===== config.mk =====
export PLATFORM = sky130hd
export DESIGN_NAME = seq_pattern_tx_flat
export DESIGN_NICKNAME = d
export VERILOG_FILES = /design/src/rtl/seq_pkg.sv /design/src/rtl/seq_pattern_tx_if.sv /design/src/rtl/seq_match.sv /design/src/rtl/seq_pattern_tx.sv /design/src/flat_wrapper.sv
export SDC_FILE = /design/constraint.sdc
export NUM_CORES = 1
export LEC_CHECK = 0
export BUFFER_PORTS_ARGS = -buffer_cell sky130_fd_sc_hd__buf_2
export CAP_MARGIN = 20
export CORE_AREA = 2 2 62 64
export CTS_BUF_LIST = sky130_fd_sc_hd__clkbuf_8
export DETAILED_ROUTE_END_ITERATION = 6
export DIE_AREA = 0 0 64 66
export GPL_ROUTABILITY_DRIVEN = 1
export PLACE_DENSITY = 0.83
export RECOVER_POWER = 25
export SYNTH_ARGS = -nofsm -noshare
export SYNTH_HDL_FRONTEND = slang
export SYNTH_SLANG_ARGS = --single-unit

===== constraint.sdc =====
create_clock -name clk -period 1.8 [get_ports clk]
set_input_delay 0.09 -clock clk [delete_from_list [all_inputs] [get_ports clk]]
set_output_delay 0.09 -clock clk [all_outputs]
set_load 0.01 [all_outputs]

===== src/rtl/seq_pkg.sv =====
// seq_pkg: constants and types shared by the pattern transmitter and the 1101 detector blocks.
package seq_pkg;
  localparam int TARGET_LEN = 4;
  localparam logic [TARGET_LEN-1:0] TARGET = 4'b1101;
  typedef enum logic [1:0] {IDLE, SHIFT, PAR} tx_state_t;
endpackage


===== src/rtl/seq_pattern_tx_if.sv =====
// seq_pattern_tx_if: word handshake, serial stream and matcher signals of seq_pattern_tx.
interface seq_pattern_tx_if #(
  parameter int WIDTH = 8,
  parameter int CNT_W = 16
);
  logic             data_valid;
  logic [WIDTH-1:0] data_in;
  logic             data_ready;
  logic             x_out;
  logic             x_valid;
  logic             busy;
  logic             hit;
  logic [CNT_W-1:0] hit_count;
  logic             hit_clr;
  modport master (
    output data_valid, data_in, hit_clr,
    input  data_ready, x_out, x_valid, busy, hit, hit_count
  );
  modport slave (
    input  data_valid, data_in, hit_clr,
    output data_ready, x_out, x_valid, busy, hit, hit_count
  );
endinterface


===== src/rtl/seq_match.sv =====
// seq_match: overlapping TARGET matcher over a qualified bit stream with a saturating hit counter.
module seq_match
  import seq_pkg::*;
#(
  parameter logic [TARGET_LEN-1:0] TARGET = seq_pkg::TARGET,
  parameter int CNT_W = 16
) (
  input  logic             clk,
  input  logic             reset,
  input  logic             bit_in,
  input  logic             bit_valid,
  input  logic             clr,
  output logic             hit,
  output logic [CNT_W-1:0] hit_count
);
  logic [TARGET_LEN-2:0] history;
  assign hit = bit_valid && ({history, bit_in} == TARGET);
  // history only advances on stream bits, so matches survive idle gaps
  always_ff @(posedge clk or negedge reset)
    if (!reset) begin
      history   <= '0;
      hit_count <= '0;
    end else if (clr) begin
      history   <= '0;
      hit_count <= '0;
    end else begin
      if (bit_valid) history <= {history[TARGET_LEN-3:0], bit_in};
      if (hit && !(&hit_count)) hit_count <= hit_count + 1'b1;
    end
endmodule


===== src/rtl/seq_pattern_tx.sv =====
// seq_pattern_tx: MSB-first word serializer with a built-in TARGET hit counter.
// Defining SEQ_TX_PARITY_EN appends one even-parity bit after each word.
module seq_pattern_tx
  import seq_pkg::*;
#(
  parameter int WIDTH = 8,
  parameter logic [TARGET_LEN-1:0] TARGET = seq_pkg::TARGET,
  parameter int CNT_W = 16
) (
  input logic             clk,
  input logic             reset,
  seq_pattern_tx_if.slave bus
);
  localparam int BW = $clog2(WIDTH);
  tx_state_t        state;
  logic [WIDTH-1:0] shreg;
  logic [BW-1:0]    bit_cnt;
  logic             last;
  logic             accept;
  logic             hit;
  logic [CNT_W-1:0] hit_count;
  assign last = (state == SHIFT) && (bit_cnt == '0);
`ifdef SEQ_TX_PARITY_EN
  logic par;
  localparam tx_state_t AFTER_LAST = PAR;
  assign bus.data_ready = (state == IDLE) || (state == PAR);
  assign bus.x_out      = (state == SHIFT) ? shreg[WIDTH-1] : (state == PAR) && par;
`else
  localparam tx_state_t AFTER_LAST = IDLE;
  assign bus.data_ready = (state == IDLE) || last;
  assign bus.x_out      = (state == SHIFT) && shreg[WIDTH-1];
`endif
  assign bus.x_valid   = state != IDLE;
  assign bus.busy      = state != IDLE;
  assign bus.hit       = hit;
  assign bus.hit_count = hit_count;
  assign accept        = bus.data_valid && bus.data_ready;
  // a reload on the final bit takes priority, giving zero-bubble back-to-back words
  always_ff @(posedge clk or negedge reset)
    if (!reset) begin
      state   <= IDLE;
      shreg   <= '0;
      bit_cnt <= '0;
`ifdef SEQ_TX_PARITY_EN
      par     <= 1'b0;
`endif
    end else if (accept) begin
      state   <= SHIFT;
      shreg   <= bus.data_in;
      bit_cnt <= BW'(WIDTH - 1);
`ifdef SEQ_TX_PARITY_EN
      par     <= ^bus.data_in;
`endif
    end else if (state == SHIFT) begin
      shreg   <= shreg << 1;
      bit_cnt <= bit_cnt - 1'b1;
      if (last) state <= AFTER_LAST;
`ifdef SEQ_TX_PARITY_EN
    end else if (state == PAR) begin
      state <= IDLE;
`endif
    end
  seq_match #(.TARGET(TARGET), .CNT_W(CNT_W)) u_match (
    .clk       (clk),
    .reset     (reset),
    .bit_in    (bus.x_out),
    .bit_valid (bus.x_valid),
    .clr       (bus.hit_clr),
    .hit       (hit),
    .hit_count (hit_count)
  );
endmodule

===== src/flat_wrapper.sv =====
// flat-port wrapper written by rule: the top's interface ports become plain ports
module seq_pattern_tx_flat import seq_pkg::*;
#(
  parameter int WIDTH = 8,
  parameter logic [TARGET_LEN-1:0] TARGET = seq_pkg::TARGET,
  parameter int CNT_W = 16
)
  (clk, reset, bus_data_valid, bus_data_in, bus_hit_clr, bus_data_ready, bus_x_out, bus_x_valid, bus_busy, bus_hit, bus_hit_count);
  seq_pattern_tx_if #(.WIDTH(WIDTH), .CNT_W(CNT_W)) bus_i ();
  input logic clk;
  input logic reset;
  input wire logic [$bits(bus_i.data_valid)-1:0] bus_data_valid;
  input wire logic [$bits(bus_i.data_in)-1:0] bus_data_in;
  input wire logic [$bits(bus_i.hit_clr)-1:0] bus_hit_clr;
  output wire logic [$bits(bus_i.data_ready)-1:0] bus_data_ready;
  output wire logic [$bits(bus_i.x_out)-1:0] bus_x_out;
  output wire logic [$bits(bus_i.x_valid)-1:0] bus_x_valid;
  output wire logic [$bits(bus_i.busy)-1:0] bus_busy;
  output wire logic [$bits(bus_i.hit)-1:0] bus_hit;
  output wire logic [$bits(bus_i.hit_count)-1:0] bus_hit_count;
  assign bus_i.data_valid = bus_data_valid;
  assign bus_i.data_in = bus_data_in;
  assign bus_i.hit_clr = bus_hit_clr;
  assign bus_data_ready = bus_i.data_ready;
  assign bus_x_out = bus_i.x_out;
  assign bus_x_valid = bus_i.x_valid;
  assign bus_busy = bus_i.busy;
  assign bus_hit = bus_i.hit;
  assign bus_hit_count = bus_i.hit_count;
  seq_pattern_tx #(.WIDTH(WIDTH), .TARGET(TARGET), .CNT_W(CNT_W)) u_core (.clk(clk), .reset(reset), .bus(bus_i));
endmodule

After elaboration in Yosys (flattened, before gate mapping)
Cells that the tools add are included.
{"block": "word_totals", "input_bits": 12, "word_cells": 36, "regBits": 32}
{"block": "op_classes", "muxes": 11, "reduce_logical": 16, "n_eq_ne": 2, "add_sub_neg": 2}
{"cell": "16-bit two-way mux", "count": 2}
{"cell": "16-bit by 1-bit adder with 16-bit output (second input constant)", "count": 1}
{"cell": "8-bit two-way mux", "count": 2}
{"cell": "16-bit AND reduction", "count": 1}
{"cell": "3-bit two-way mux", "count": 4}
{"cell": "2-bit nonzero test", "count": 5}
{"cell": "2-bit two-way mux", "count": 3}
{"cell": "1-bit logical AND", "count": 5}
{"cell": "4-bit equality test (second input constant)", "count": 1}
{"cell": "3-bit logical NOT", "count": 1}
{"cell": "3-bit by 1-bit subtractor with 3-bit output (second input constant)", "count": 1}
{"cell": "2-bit by 1-bit equality test with 1-bit output (second input constant)", "count": 1}
{"cell": "2-bit logical NOT", "count": 1}
{"cell": "2-bit AND reduction", "count": 1}
{"cell": "1-bit logical NOT", "count": 1}
{"cell": "1-bit logical OR", "count": 1}

Longest topological paths before layout
{"block": "logic_depth", "ltp_word": 7, "ltp_mapped": 7, "depth_no_buf": 7}

Cells and area by module
From an unflattened synthesis, not the netlist that was laid out.
{"block": "hier_totals", "cells_unflattened": 172, "hier_area_um2": 1719.1}
{"mod": "seq_match", "instances": 1, "cells_each": 114, "area_each_um2": 1072.3}
{"mod": "seq_pattern_tx", "instances": 1, "cells_each": 58, "area_each_um2": 646.9}

Worst setup path before layout
OpenSTA, ideal clock, no wires.
{"block": "synth_timing", "path_type": "flip-flop to flip-flop", "start": "register u_core.u_match.hit_count[0]", "end": "register u_core.u_match.hit_count[9]", "arrival_time_ns": 1.619, "path_stages_with_launch": 7, "slack_ns": 0.103, "n_path_buf": 0, "t_required_ns": 1.722, "path_cell_list": "dfrtp_1 ha_1 nand2_1 nor3_4 a2111oi_2 a21o_1 a21oi_1"}
{"block": "synth_via", "elab_chain_cells": 4, "word_cells_on_any_way": 7, "classes_between": "add/sub: 1; mux: 2; reduce/logical: 4"}
{"element": "start, declared", "line_no": "seq_match.sv:14", "text": "output logic [CNT_W-1:0] hit_count"}
{"element": "start signal, assigned", "line_no": "seq_match.sv:28", "text": "if (hit && !(&hit_count)) hit_count <= hit_count + 1'b1;"}
{"element": "parallel branches: the longest is 4 deep, another holds 16-bit by 1-bit adder with 16-bit output"}
Several ways; the timed one is not identified. The select of a mux whose other input is x is not followed.
A chain may end at the register's enable or synchronous reset.

Worst setup path after layout
{"block": "layout_timing", "start": "register u_core.u_match.hit_count[7]", "end": "register u_core.u_match.hit_count[15]"}
Same word-level chain as after synthesis.

==> flow_summary.ini <==
[pwr]
peakVddDrop_mv = 0.601
p_leak_nw = 0.926
p_per_area_mw_per_mm2 = 988
p_total_mw = 2.03

[sta]
finalCriticalPeriod_ns = 1.72
holdWs_ns = 0.0547
setup_viol = 0
clock_skew_ns = 0.00759
period_share = 0.957
tightest_slew_ns = 0.783
hold_violations = 0
slew_headroom = 0.478
worst_slack_ns = 0.0769
clock.fmax_mhz = 580
rsz0062_at_grt = yes
slew_violations = 0

[floorplan]
die_h_um = 66
fp.dieW_um = 64
die-area_mm2 = 0.00422
rows = 22
core_area_mm2 = 0.00355
io_pins = 33
initial_core_util = 0.489

[critical_path]
critPathLaunch = u_core.u_match.hit_count[7]
cp.arrival_ns = 1.89
crit_path_start_kind = register
end_kind = register
worstPathCellList = nand3_2 > or3_4 > nor4_2 > mux2i_1 > nor2_1
reg2reg_depth = 5
cp_max_fo = 5
reg2reg_slack_ns = 0.08
r2r-start = u_core.u_match.hit_count[7]
required_ns = 1.96
reg2reg_to = u_core.u_match.hit_count[15]
path_class = register to register
slowest_stage = or3_4
max_stage_delay_ns = 0.44

[placement]
place.gp.congestion = 0.804
place_ws_ns = 0.115
dpl.hpwl_mm = 2.45
port_buffers = 32
place_area_mm2 = 0.00196

[clock_network]
clk_latency_ns = 0.29
cts_sinks = 31
htreeDepth = 2
path_clk_slew_ns = 0.07
cts_setup_buffers = 0
cts_buffers = 5
clockBufferDepth = 2
cts-root-buf = clkbuf_8
cts_tree = yes

[yosys]
avgSynthCellArea_um2 = 9.98
synth.most_common_cell = nor2_1
synth_common_cells = nor2_1, dfrtp_1, inv_1, xnor2_1
syn_inst = 174
synthFlopType = dfrtp_1
synth_warnings = 0
async_flop_share = 1.00
syn-num-nets = 189
synth_top_cell_area_share = 0.447
synth_edf_count = 0
synth_top_cell_by_area = dfrtp_1
ys_ff_latch = 31
ys_seq_area_frac = 0.447
syn_area_mm2 = 0.00174
synth_cell_types = 35
netlist_top_cells_area = dfrtp_1, nor2_1, xnor2_1, mux2_2, mux2i_1

[worst_hold_path]
min_path_cells = 3
holdPathEnd = u_core.shreg[0]
hp-class = input pin to register
min_from = bus_data_in[0]

[drt]
totalWireLength_mm = 3.59
drc = 0
route.vias.total = 1401
first_iter_violations = 55
wire_per_inst_um = 13.7
viasPerCell = 5.35
first_pass_iters = 5
ant_nets = 0

[global_route]
grt_pass1_vias = 1407
grt.total_usage = 0.194
gr-total-overflow = 0
antenna_found_initial = 0
grt_max_degree = 32
grt_pass1_wl_mm = 6.24

[finish]
fin_area_mm2 = 0.00205
fin_util = 0.578
nets = 228
syn_to_final_growth_pct = 18.2
diodes = 0
drive_above_1_share = 0.290
fill_cells = 312

[status]
status = completed

[run]
maxCapViolations = 0
==> where the power goes <==
group	leakage [nW]	switching (mW)	total [mW]	internal [mW]
registers	0.415	0.0799	0.896	0.816
logic	0.461	0.334	0.618	0.284
clock network	0.0505	0.253	0.512	0.259
total	0.926	0.667	2.03	1.36
==> sequential cells by signal, indices dropped and copies added (netlist names) <==
register	flops
u_core.state	1
u_core.u_match.hit_count	16
u_core.u_match.history	3
u_core.bit_cnt	3
u_core.shreg	8
==> critical path, delay by kind of cell, from the launching register on <==
family | cells | cell delay (ns)
simple gates | 4 | 0.94
mux | 1 | 0.22
flops | 1 | 0.43
==> kinds of logic after synthesis <==
| group | Yosys count | synth area share |
|---|---|---|
| xor gates and xnor gates | 10 | 0.0504 |
| AOI/OAI and AO/OA | 27 | 0.115 |
| and+or+nand+nor | 74 | 0.249 |
| adders and majority gates | 3 | 0.0216 |
| muxes | 12 | 0.0742 |
| buffers and inverters | 17 | 0.0432 |
| DFF | 31 | 0.447 |
==> final cells by class <==
class	count	area [um^2]	share of cell area
multi-input cells	126	888	0.433
inverters	10	37.5	0.0183
well taps	48	60.1	0.0293
flip-flops and latches	31	776	0.378
clock inverters	3	12.5	0.00610
clock buffers	5	68.8	0.0335
repair buffers	39	209	0.102
==> cell usage in the layout, fill, tap and decap left out, drive strengths merged, types with 3 or more instances in the layout <==
master and instances:
clkbuf 11, ha 3, inv 12, xnor2 10
mux2 7, nand3 11, nor3 8, mux2i 5
o22ai 7, dfrtp 31, a211oi 5, nand2b 4
nor2 34, nor4 3, buf 32, a21oi 9
nand2 6
==> how the worst max path moves through the flow <==
stage	depth (start not counted)	end	slack (ns)
2_1_floorplan	6	u_core.u_match.hit_count[9]	0.10
3_3_place_gp	5	u_core.u_match.hit_count[15]	0.15
3_5_place_dp	5	u_core.u_match.hit_count[9]	0.12
4_1_cts	5	u_core.u_match.hit_count[9]	0.08
5_1_grt	5	u_core.u_match.hit_count[15]	-0.03
6_report	5	u_core.u_match.hit_count[15]	0.08
==> per-stage QoR <==
stage / setup TNS (ns) / std cells
after floorplan: 0 / 174
after global placement: 0 / 253
after detailed placement: 0 / 253
after CTS: 0 / 262
after global routing: -0.0516 / 262
final: 0 / 262
==> routing by layer <==
metal  global-route usage  up-vias  part of all wire
met4                0.109        0             0.022
met5                    0        -                 0
met3               0.0460        8             0.030
met2                0.319       23              0.50
li1                     -      684                 -
met1                0.235      686              0.45
==> what timing repair did <==
| action | 4_1_cts | 5_1_grt |
|---|---|---|
| setup endpoints to repair | 0 | 2 |
| hold buffers | 1 | 0 |
| resized for setup | 0 | 1 |
| hold endpoints to repair | 31 | 0 |
(Power assumes the default switching activity.)
